[config.mk]
export PLATFORM = sky130hd
export DESIGN_NAME = booth_mult_seq
export DESIGN_NICKNAME = d
export VERILOG_FILES = /design/src/rtl/booth_pkg.sv /design/src/rtl/booth_recoder.sv /design/src/rtl/booth_mult_seq.sv
export SDC_FILE = /design/constraint.sdc
export NUM_CORES = 1
export LEC_CHECK = 0
export CAP_MARGIN = 30
export CORE_ASPECT_RATIO = 1.75
export CORE_MARGIN = 1
export CORE_UTILIZATION = 55
export CTS_CLUSTER_DIAMETER = 50
export CTS_CLUSTER_SIZE = 8
export DETAILED_ROUTE_END_ITERATION = 10
export PLACE_DENSITY = 0.8
export RECOVER_POWER = 25
export SYNTH_ARGS = -nofsm -noshare
export SYNTH_HDL_FRONTEND = slang
export SYNTH_SLANG_ARGS = --single-unit
[constraint.sdc]
create_clock -name clk -period 3.9 [get_ports clk]
set_clock_uncertainty 0.05 [all_clocks]
set_input_delay 0.78 -clock clk [delete_from_list [all_inputs] [get_ports clk]]
set_output_delay 0.78 -clock clk [all_outputs]
set_load 0.02 [all_outputs]
[src/rtl/booth_pkg.sv]
// booth_pkg: FSM states, Booth digit encoding and iteration count shared by the multiplier.
// Define BOOTH_RADIX4_EN to build the radix-4 variant; radix-2 otherwise.
package booth_pkg;
  typedef enum logic [1:0] {IDLE = 2'd0, CALC = 2'd1, DONE = 2'd2} state_t;
  typedef struct packed {
    logic neg;
    logic one;
    logic two;
  } digit_t;
`ifdef BOOTH_RADIX4_EN
  localparam bit RADIX4 = 1'b1;
`else
  localparam bit RADIX4 = 1'b0;
`endif
  localparam int SHIFT = RADIX4 ? 2 : 1;
  function automatic int iter_f(input int n);
    return RADIX4 ? n / 2 + 1 : n + 2;
  endfunction
endpackage

[src/rtl/booth_recoder.sv]
// booth_recoder: maps the multiplier window {Q1,Q0,q_m1} to a Booth digit and its addend.
module booth_recoder import booth_pkg::*; #(
  parameter int M = 10
) (
  input  logic [2:0]   win_i,
  input  logic [M-1:0] x_i,
  output logic [M:0]   addend_o
);
  digit_t     d;
  logic [M:0] mag;
  always_comb begin
    d.neg    = RADIX4 ? win_i[2] & ~(win_i[1] & win_i[0]) : win_i[1] & ~win_i[0];
    d.one    = win_i[1] ^ win_i[0];
    d.two    = RADIX4 & ((win_i == 3'b011) | (win_i == 3'b100));
    mag      = d.one ? {x_i[M-1], x_i} : d.two ? {x_i, 1'b0} : '0;
    addend_o = d.neg ? -mag : mag;
  end
endmodule

[src/rtl/booth_mult_seq.sv]
// booth_mult_seq: sequential Booth multiplier, one add+shift per cycle, signed or unsigned per operation.
// BOOTH_RADIX4_EN selects radix-4 recoding (half the iterations); default is radix-2.
module booth_mult_seq import booth_pkg::*; #(
  parameter int N = 8
) (
  input  logic           clk,
  input  logic           reset,
  input  logic           data_ready,
  input  logic           is_signed,
  input  logic [N-1:0]   multiplicand,
  input  logic [N-1:0]   multiplier,
  output logic           o_busy,
  output logic           o_result_ready,
  output logic [2*N-1:0] o_product,
  output logic [1:0]     o_state
);
  localparam int M    = N + 2;
  localparam int ITER = iter_f(N);
  localparam int CW   = $clog2(M) + 1;
  state_t         state_q, state_d;
  logic [M:0]     a_q, a_d, addend, sum;
  logic [M-1:0]   q_q, q_d, x_q, x_d;
  logic           qm1_q, qm1_d;
  logic [CW-1:0]  cnt_q, cnt_d;
  logic [2*N-1:0] prod_q, prod_d;
  logic [2*M+1:0] shifted;
  function automatic logic [M-1:0] ext(input logic [N-1:0] v, input logic s);
    return s ? {{2{v[N-1]}}, v} : {2'b00, v};
  endfunction
  booth_recoder #(.M(M)) u_rec (
    .win_i    ({q_q[1:0], qm1_q}),
    .x_i      (x_q),
    .addend_o (addend)
  );
  always_comb begin
    sum     = a_q + addend;
    shifted = $signed({sum, q_q, qm1_q}) >>> SHIFT;
    state_d = state_q;
    a_d     = a_q;
    q_d     = q_q;
    qm1_d   = qm1_q;
    x_d     = x_q;
    cnt_d   = cnt_q;
    prod_d  = prod_q;
    case (state_q)
      IDLE: if (data_ready) begin
        state_d = CALC;
        a_d     = '0;
        q_d     = ext(multiplier, is_signed);
        qm1_d   = 1'b0;
        x_d     = ext(multiplicand, is_signed);
        cnt_d   = '0;
      end
      CALC: begin
        a_d   = shifted[2*M+1 -: M+1];
        q_d   = shifted[M:1];
        qm1_d = shifted[0];
        cnt_d = cnt_q + 1'b1;
        // Capture on the last iteration so the product is valid alongside the DONE pulse.
        if (cnt_q == CW'(ITER - 1)) begin
          state_d = DONE;
          prod_d  = shifted[2*N:1];
        end
      end
      DONE:    state_d = IDLE;
      default: state_d = IDLE;
    endcase
  end
  always_ff @(posedge clk or negedge reset) begin
    if (!reset) begin
      state_q <= IDLE;
      a_q     <= '0;
      q_q     <= '0;
      qm1_q   <= 1'b0;
      x_q     <= '0;
      cnt_q   <= '0;
      prod_q  <= '0;
    end else begin
      state_q <= state_d;
      a_q     <= a_d;
      q_q     <= q_d;
      qm1_q   <= qm1_d;
      x_q     <= x_d;
      cnt_q   <= cnt_d;
      prod_q  <= prod_d;
    end
  end
  assign o_busy         = state_q != IDLE;
  assign o_result_ready = state_q == DONE;
  assign o_product      = prod_q;
  assign o_state        = state_q;
endmodule

---- Word-level counts from Yosys, hierarchy flattened ----
Index checks and enable logic that the tools add are counted.
storage, ports and cells
  flip-flop bits (word level) ............. 55
  output and inout bits ................... 20
  logic and storage cells ................. 40
operators by class
  add/subtract/negate cells ............... 3
  equal/unequal tests ..................... 5
  muxes and demuxes ....................... 15
  bitwise logic cells ..................... 3
  reduce and logical (&&, ||, !) cells .... 7
operators with widths
  kind                   number
  $mux W11               3
  $mux W10               3
  $pmux W11 S2           1
  $pmux W10 S2           1
  $add A11 B11 Y11       1
  $neg A11 Y11           1
  $pmux W5 S2            1
  $reduce_and A2 Y1      4
  $add A5 B1 Y5 const B  1
  $eq A5 B4 Y1 const B   1
  $mux W5                1
  $mux W2                2
  $ne A2 B2 Y1 const B   2
  $pmux W2 S2            1
  $reduce_bool A2 Y1     2
  $eq A2 B1 Y1 const B   1
  $eq A2 B2 Y1 const B   1
  $logic_not A2 Y1       1
  $pmux W1 S2            1
  $and A1 B1 Y1          1
  $mux W1                1
  $not A1 Y1             1
  $xor A1 B1 Y1          1

---- Longest topological paths before layout ----
Gate-level depths: netlist (run 1).
  depth in word-level cells ............... 6
  mapped depth ............................ 14
  depth with buffers taken out ............ 12

---- Cells and area by module ----
Synthesis (run 1) repeated with hierarchy kept, for this count alone.
unflattened totals
  cell total of the unflattened synthesis .. 341
  area total of the unflattened synthesis .. 2952.8 um2
by module, submodules not included
  module          times used  cells an instance  area an instance (um2)  sequential area each (um2)
  booth_mult_seq  1           281                2544.9                  1326.3
  booth_recoder   1           60                 407.9                   0.0

---- Least setup slack after synthesis (run 1) ----
OpenSTA, ideal clock, no wires.
  path type ............................... register to register
  from .................................... register q_q[0]
  to ...................................... register a_q[7]
  arrival ................................. 2.857 ns
  path slack .............................. 0.860 ns
  stages on the path, launching flop included .. 14
  buffers on the path ..................... 2
  cell sequence ........................... dfrtp_1 > ha_1 > buf_2 > clkbuf_1 > nand2b_1 > ha_1 > nand2_1 > o21ai_1 > fa_1 > a211oi_1 > o21bai_1 > a41oi_1 > xor2_1 > o21ai_1
on the way
  cells in the longest elaborated chain, start to end .. 6
  elaborated cells on any way between the ends .. 7
  classes of those cells .................. add/sub: 2; mux: 3; bitwise: 2
RTL lines
  item                    line                  text
  from (decl)             booth_mult_seq.sv:22  logic [M-1:0] q_q, q_d, x_q, x_d;
  from (signal assigned)  booth_mult_seq.sv:81  q_q <= q_d;
  $xor A1 B1 Y1           booth_recoder.sv:13   d.one = win_i[1] ^ win_i[0];
  $mux W11                booth_recoder.sv:15   mag = d.one ? {x_i[M-1], x_i} : d.two ? {x_i, 1'b0} : '0;
  $neg A11 Y11            booth_recoder.sv:16   addend_o = d.neg ? -mag : mag;
  $mux W11 *              booth_recoder.sv:16
  $add A11 B11 Y11 *      booth_mult_seq.sv:36  sum = a_q + addend;
  $pmux W11 S2 *          booth_mult_seq.sv:45  case (state_q)
  to (signal assigned)    booth_mult_seq.sv:72  a_q <= '0;
  to (signal assigned)    booth_mult_seq.sv:80  a_q <= a_d;
  to (decl)               booth_mult_seq.sv:21  logic [M:0] a_q, a_d, addend, sum;
Mark *: on every way between the ends. The rest lies on a longest branch, timed or not.
A chain may end at the register's enable or synchronous reset.

---- Worst setup path after layout (run 1) ----
  from .................................... register q_q[0]
  to ...................................... register prod_q[15], in the netlist o_product[15]
on the way
  cells in the longest elaborated chain, start to end .. 5
  elaborated cells on any way between the ends .. 6
  classes of those cells .................. add/sub: 2; mux: 2; bitwise: 2
RTL lines
  item                  line                  text
  $xor A1 B1 Y1         booth_recoder.sv:13
  $mux W11              booth_recoder.sv:15
  $neg A11 Y11          booth_recoder.sv:16
  $mux W11 *            booth_recoder.sv:16
  $add A11 B11 Y11 *    booth_mult_seq.sv:36
  to (signal assigned)  booth_mult_seq.sv:85  prod_q <= prod_d;
  to (decl)             booth_mult_seq.sv:25  logic [2*N-1:0] prod_q, prod_d;
Marks and branches as above.

==> flow_metrics.tcl, run 1 <==
set metrics [dict create \
    end_kind "register" \
    slew_violations 0 \
    fmax_ghz 0.309 \
    synthSimpleGateAreaFrac_pct 25.5 \
    rsz0062_at_grt "no" \
    clkLatencyLatePin_ns 0.31 \
    drv_cap 0 \
    initial_core_util_pct 57.6 \
    crit_fanout 19 \
    final_cell_mix "nand2_1, dfrtp_1, clkdlybuf4s50_1" \
    yosysTopAreaCellShare_pct 46.3 \
    ios 40 \
    place_congestion 0.906 \
    clock_path_buffers 2 \
    cp.required_ns 4.04 \
    cts-root-buf "clkbuf_8" \
    synthDistinctLibCells 42 \
    muxShareOfSynthArea_pct 0.349 \
    crit_chain "ha_1, nand2b_1, ha_1, nand2_1, o21ai_1, fa_1, a211oi_1, o21bai_1, a21oi_1, xor2_1, o21ai_1" \
    cts_resized 0 \
    status "completed" \
    core-area_sq_um 4980 \
    synth.top_cells.by_area "dfrtp_1, nand2_1, ha_1, nor2_1, o21ai_1" \
    hold_path.class "reg2reg" \
    ys_ff_latch 53 \
    diodes 0 \
    antenna_found_initial 0 \
    cts_buffers 5 \
    wl_microns 6400 \
    synth_top_family_by_area "simple AND/OR/NAND/NOR gates" \
    criticalPathCategory "reg2reg" \
    cts.sinks 53 \
    grtUsageTotal_pct 25.0 \
    synth-seq-area-share_pct 46.3 \
    drive_above_1_share_pct 4.07 \
    grt_overflow 0 \
    drcViolationCount 0 \
    holdBufCountCts 0 \
    post-cts-setup-buffers 0 \
    finalCriticalPeriod_ns 3.23 \
    setup_viol 0 \
    avgSynthCellArea_sq_um 8.66 \
    vias 2482 \
    rows 34 \
    port-buffer-count 39 \
    post-route-period-util_pct 82.9 \
    dr.first_iter.drc_count 56 \
    grt_max_degree 29 \
    routedWlPerCell_microns 15.1 \
    syn_to_final_growth_pct 18.1 \
    die_area_sq_um 5520 \
    critPathTopFamily "adder cells" \
    synth-compound-area-share_pct 14.4 \
    grt_pass1_wl_microns 10900 \
    grt_pass1_vias 2476 \
    layout_commonest_cell "nand2_1" \
    cts_tree "yes" \
    syn-cell-area_sq_um 2870 \
    netlist_instances 331 \
    yosys_warnings 0 \
    syn_nets 365 \
    startpoint_type "register" \
    synthXorXnorAreaFrac_pct 4.28 \
    synth_top_area_cell "dfrtp_1" \
    ant_nets 0 \
    slowest_stage "ha_1" \
    reg2reg_slack_ns 0.67 \
    max_stage_delay_ns 0.51 \
    die_height_microns 97.5 \
    hold_violations 0 \
    viasPerCell 5.87 \
    cts.clk_slew.worst_paths_ns 0.10 \
    firstDrtPassIters 4 \
    slew-limit-headroom_pct 3.93 \
    htreeDepth 2 \
    finalSetupTns_ns 0 \
    dp_hpwl_microns 4800 \
    die_w_microns 56.6 \
    max_slew.worst_pin.slew_ns 1.44 \
    nNetsFinal 402 \
    cp.arrival_ns 3.37 \
    yosys.area_share.adder_pct 6.37 \
    path_buf_inv 0 \
]
per-stage QoR:
| step | instances | hold WS [ns] | setup WS [ns] | utilization (%) | instance area [sq um] |
|---|---|---|---|---|---|
| 6_report | 423 | 0.434 | 0.667 | 68.0 | 3390 |
| 4_1_cts | 423 | 0.430 | 0.649 | 68.1 | 3390 |
| 3_5_place_dp | 415 | 0.416 | 0.647 | 66.5 | 3310 |
| 3_3_place_gp | 414 | 0.407 | 0.727 | 66.2 | 3290 |
| 2_1_floorplan | 331 | 0.388 | 0.860 | - | 2870 |
| 5_1_grt | 423 | 0.467 | 0.437 | 68.0 | 3390 |
Yosys cell counts:
cell      instances
nand2_1          84
dfrtp_1          53
nor2_1           30
o21ai_1          22
nand3_1          16
a21oi_1          13
ha_1             13
clkbuf_1         10
nor2b_1           8
o22ai_1           8
o21ai_0           7
xnor2_1           7
xor2_1            7
nand2b_1          6
inv_1             5
o31ai_1           4
a21o_1            3
buf_2             3
o211ai_1          3
o21bai_1          3
and2_1            2
and4bb_1          2
nand4_1           2
nor3b_1           2
a211oi_1          1
a21oi_2           1
a22o_1            1
a22oi_1           1
a311oi_2          1
a41oi_1           1
and2b_1           1
and3_1            1
and4_1            1
buf_1             1
fa_1              1
inv_2             1
mux2i_1           1
nand4b_4          1
nor3_1            1
nor4_1            1
or2b_1            1
or3_1             1
registers in the layout, summed over array words and instances (netlist names):
signal     cells
o_state        2
qm1_q          1
cnt_q          5
x_q            9
o_product     16
a_q           10
q_q           10
layer usage:
metal | track usage (%) | share of wire [%] | vias to the layer above | routed length, microns
met1 | 28.4 | 39 | 1202 | 2470
met2 | 44.3 | 54 | 64 | 3430
met4 | 12.4 | 4.2 | 0 | 266
met3 | 3.73 | 3.7 | 23 | 235
li1 | - | - | 1193 | -
met5 | 0 | 0 | - | 0
path summary, 6_finish.rpt:
path / depth (start not counted) / to / start
min in group asynchronous: 1 / cnt_q[3] / reset
max in group asynchronous: 2 / o_product[0] / reset
worst min-delay path: 2 / o_product[7] / o_product[7]
worst min register to register: 2 / o_product[7] / o_product[7]
worst max-delay path: 11 / o_product[15] / q_q[0]
worst max register to register: 11 / o_product[15] / q_q[0]
cell families (layout without fill, tap and decap cells):
logic type | count (synthesis) | after routing
buffers and inverters | 20 | 58
XOR/XNOR | 14 | 14
AO/OA/AOI/OAI | 69 | 69
AND/OR/NAND/NOR | 160 | 160
flip-flops | 53 | 53
multiplexers | 1 | 1
adder cells (fa/ha/maj) | 14 | 14
layout make-up:
type | count | area, sq um
clock buffer | 6 | 72.6
clock inverter | 2 | 10.0
fill | 407 | 1590
inverter | 6 | 22.5
multi-input combinational | 258 | 1460
sequential | 53 | 1330
tap | 54 | 67.6
timing repair buffer | 44 | 425
worst reg2reg max path, cell delays in order (launching register included):
cell and delay (ns):
dfrtp_1 0.41, ha_1 0.51, nand2b_1 0.29, ha_1 0.31, nand2_1 0.06, o21ai_1 0.11, fa_1 0.48, a211oi_1 0.28
o21bai_1 0.14, a21oi_1 0.18, xor2_1 0.22, o21ai_1 0.08
Power of run 1 is not shown: default switching activity piles up to over one toggle a cycle in this logic, so the estimate is an artifact.
==> run 2: changes to the inputs <==
==> constraint.sdc (replaced) <==
create_clock -name clk -period 3.25 [get_ports clk]
set_clock_uncertainty 0.05 [all_clocks]
set_input_delay 0.65 -clock clk [delete_from_list [all_inputs] [get_ports clk]]
set_output_delay 0.65 -clock clk [all_outputs]
set_load 0.02 [all_outputs]
==> run 2 against run 1 <==
  * Maximum frequency grew 7.4%
  * Critical path type unchanged
  * Critical endpoint is now a_q[7]
  * Clock-buffer cell count is the same
  * Worst setup slack lost 0.43 ns
  * Largest cell class unchanged
==> flow_metrics.tcl, run 2 (synthesis results as in run 1) <==
set metrics [dict create \
    status "completed" \
    cts_resized 0 \
    htreeDepth 2 \
    cts_tree "yes" \
    holdBufCountCts 0 \
    critPathTopFamily "adder cells" \
    max_stage_delay_ns 0.48 \
    ir_worst_vdd_mv 0.948 \
    port-buffer-count 39 \
    setup_viol 0 \
    rows 34 \
    drive_above_1_share_pct 4.58 \
    cts.sinks 53 \
    routedWlPerCell_microns 15.0 \
    cts-root-buf "clkbuf_8" \
    syn_to_final_growth_pct 18.4 \
    finalCriticalPeriod_ns 3.01 \
    rsz0062_at_grt "no" \
    layout_commonest_cell "nand2_1" \
    wl_microns 6370 \
    nNetsFinal 404 \
    fmax_ghz 0.332 \
    ios 40 \
    place_congestion 0.907 \
    antenna_found_initial 0 \
    end_kind "register" \
    crit_chain "ha_1, nand2b_1, ha_1, nand2_1, o21ai_1, fa_1, a211oi_1, o21bai_1, a41oi_1, xor2_1, o21ai_1" \
    grt_max_degree 23 \
    grtUsageTotal_pct 25.0 \
    clkLatencyLatePin_ns 0.30 \
    die_area_sq_um 5520 \
    hold_path.class "reg2reg" \
    clock_path_buffers 2 \
    fin_ws_ns 0.240 \
    hold_violations 0 \
    path_buf_inv 0 \
    post-route-period-util_pct 92.6 \
    largest_reg_flops 16 \
    grt_overflow 0 \
    place_ws_ns 0.251 \
    finalSetupTns_ns 0 \
    grt_pass1_vias 2495 \
    powerDensity_nw_per_um2 1300 \
    slew-limit-headroom_pct 23.4 \
    drv_cap 0 \
    firstDrtPassIters 5 \
    criticalPathCategory "reg2reg" \
    cp.required_ns 3.37 \
    final_cell_mix "nand2_1, dfrtp_1, clkdlybuf4s50_1" \
    die_w_microns 56.6 \
    vias 2453 \
    diodes 0 \
    post-cts-setup-buffers 0 \
    crit_fanout 3 \
    max_slew.worst_pin.slew_ns 1.15 \
    dr.first_iter.drc_count 36 \
    cts.clk_slew.worst_paths_ns 0.09 \
    slew_violations 0 \
    grt_pass1_wl_microns 10900 \
    cp.arrival_ns 3.13 \
    startpoint_type "register" \
    slowest_stage "fa_1" \
    drcViolationCount 0 \
    cts_buffers 5 \
    viasPerCell 5.77 \
    die_height_microns 97.5 \
    core-area_sq_um 4980 \
    ant_nets 0 \
    dp_hpwl_microns 4830 \
    leakage_uw 0.00158 \
    initial_core_util_pct 57.6 \
]
==> run 2: changes by cell type in the layout (fill, tap and decap cells not counted), sizes merged <==
cell,change
buf,+2
==> run 2: worst paths after layout <==
check,endpoint,slack [ns],start,cells after the start
max,a_q[7],0.24,q_q[0],11
min,o_product[5],0.43,o_product[5],2
max reg2reg,a_q[7],0.24,q_q[0],11
min reg2reg,o_product[5],0.43,o_product[5],2
max in group asynchronous,x_q[5],1.46,reset,2
min in group asynchronous,o_product[2],0.50,reset,1
==> run 2: report_power, final <==
group,internal (uW),switching (uW),leakage [uW],total (uW)
sequential,1010,277,0.000636,1280
clock,150,213,0.0000450,363
combinational,1190,1560,0.000896,2750
==> run 2: final cells by class <==
class / instances / area, sq um
Fill cell: 408 / 1580
Multi-Input combinational cell: 258 / 1460
Sequential cell: 53 / 1330
Timing Repair Buffer: 46 / 433
Clock buffer: 6 / 72.6
Tap cell: 54 / 67.6
Inverter: 6 / 22.5
Clock inverter: 2 / 10.0
==> run 2: tightest hold or removal path, cell delays in order (launching register included) <==
cell	delay [ns]
dfrtp_1	0.35
nand2_1	0.05
nand2_1	0.06
==> run 2: routing by layer <==
| layer | up-vias | wire [microns] | global-route usage (%) |
|---|---|---|---|
| met5 | - | 0 | 0 |
| met4 | 0 | 127 | 9.57 |
| met3 | 10 | 179 | 3.46 |
| met2 | 47 | 3520 | 46.2 |
| met1 | 1196 | 2540 | 28.1 |
| li1 | 1200 | - | - |
==> run 2: per-stage QoR <==
stage / hold WS [ns] / util, % / std cells / instance area [sq um] / total power [uW]
floorplan: 0.304 / - / 331 / 2870 / 3270
global placement: 0.410 / 66.6 / 417 / 3320 / 3970
detailed placement: 0.416 / 66.6 / 417 / 3320 / 4040
CTS: 0.257 / 68.3 / 425 / 3400 / 4410
global route: 0.465 / 68.2 / 425 / 3390 / 4800
finish: 0.433 / 68.2 / 425 / 3390 / 4390
Power figures use the tool's default switching activity.
==> run 3: changes to the inputs <==
--- a/config.mk
+++ b/config.mk
@@ -10,7 +10,7 @@
 export CORE_MARGIN = 1
 export CORE_UTILIZATION = 55
 export CTS_CLUSTER_DIAMETER = 50
-export CTS_CLUSTER_SIZE = 8
+export CTS_CLUSTER_SIZE = 24
 export DETAILED_ROUTE_END_ITERATION = 10
 export PLACE_DENSITY = 0.8
 export RECOVER_POWER = 25
==> results of run 3 <==
The final DEF is identical to that of run 2; final timing and power are the same.
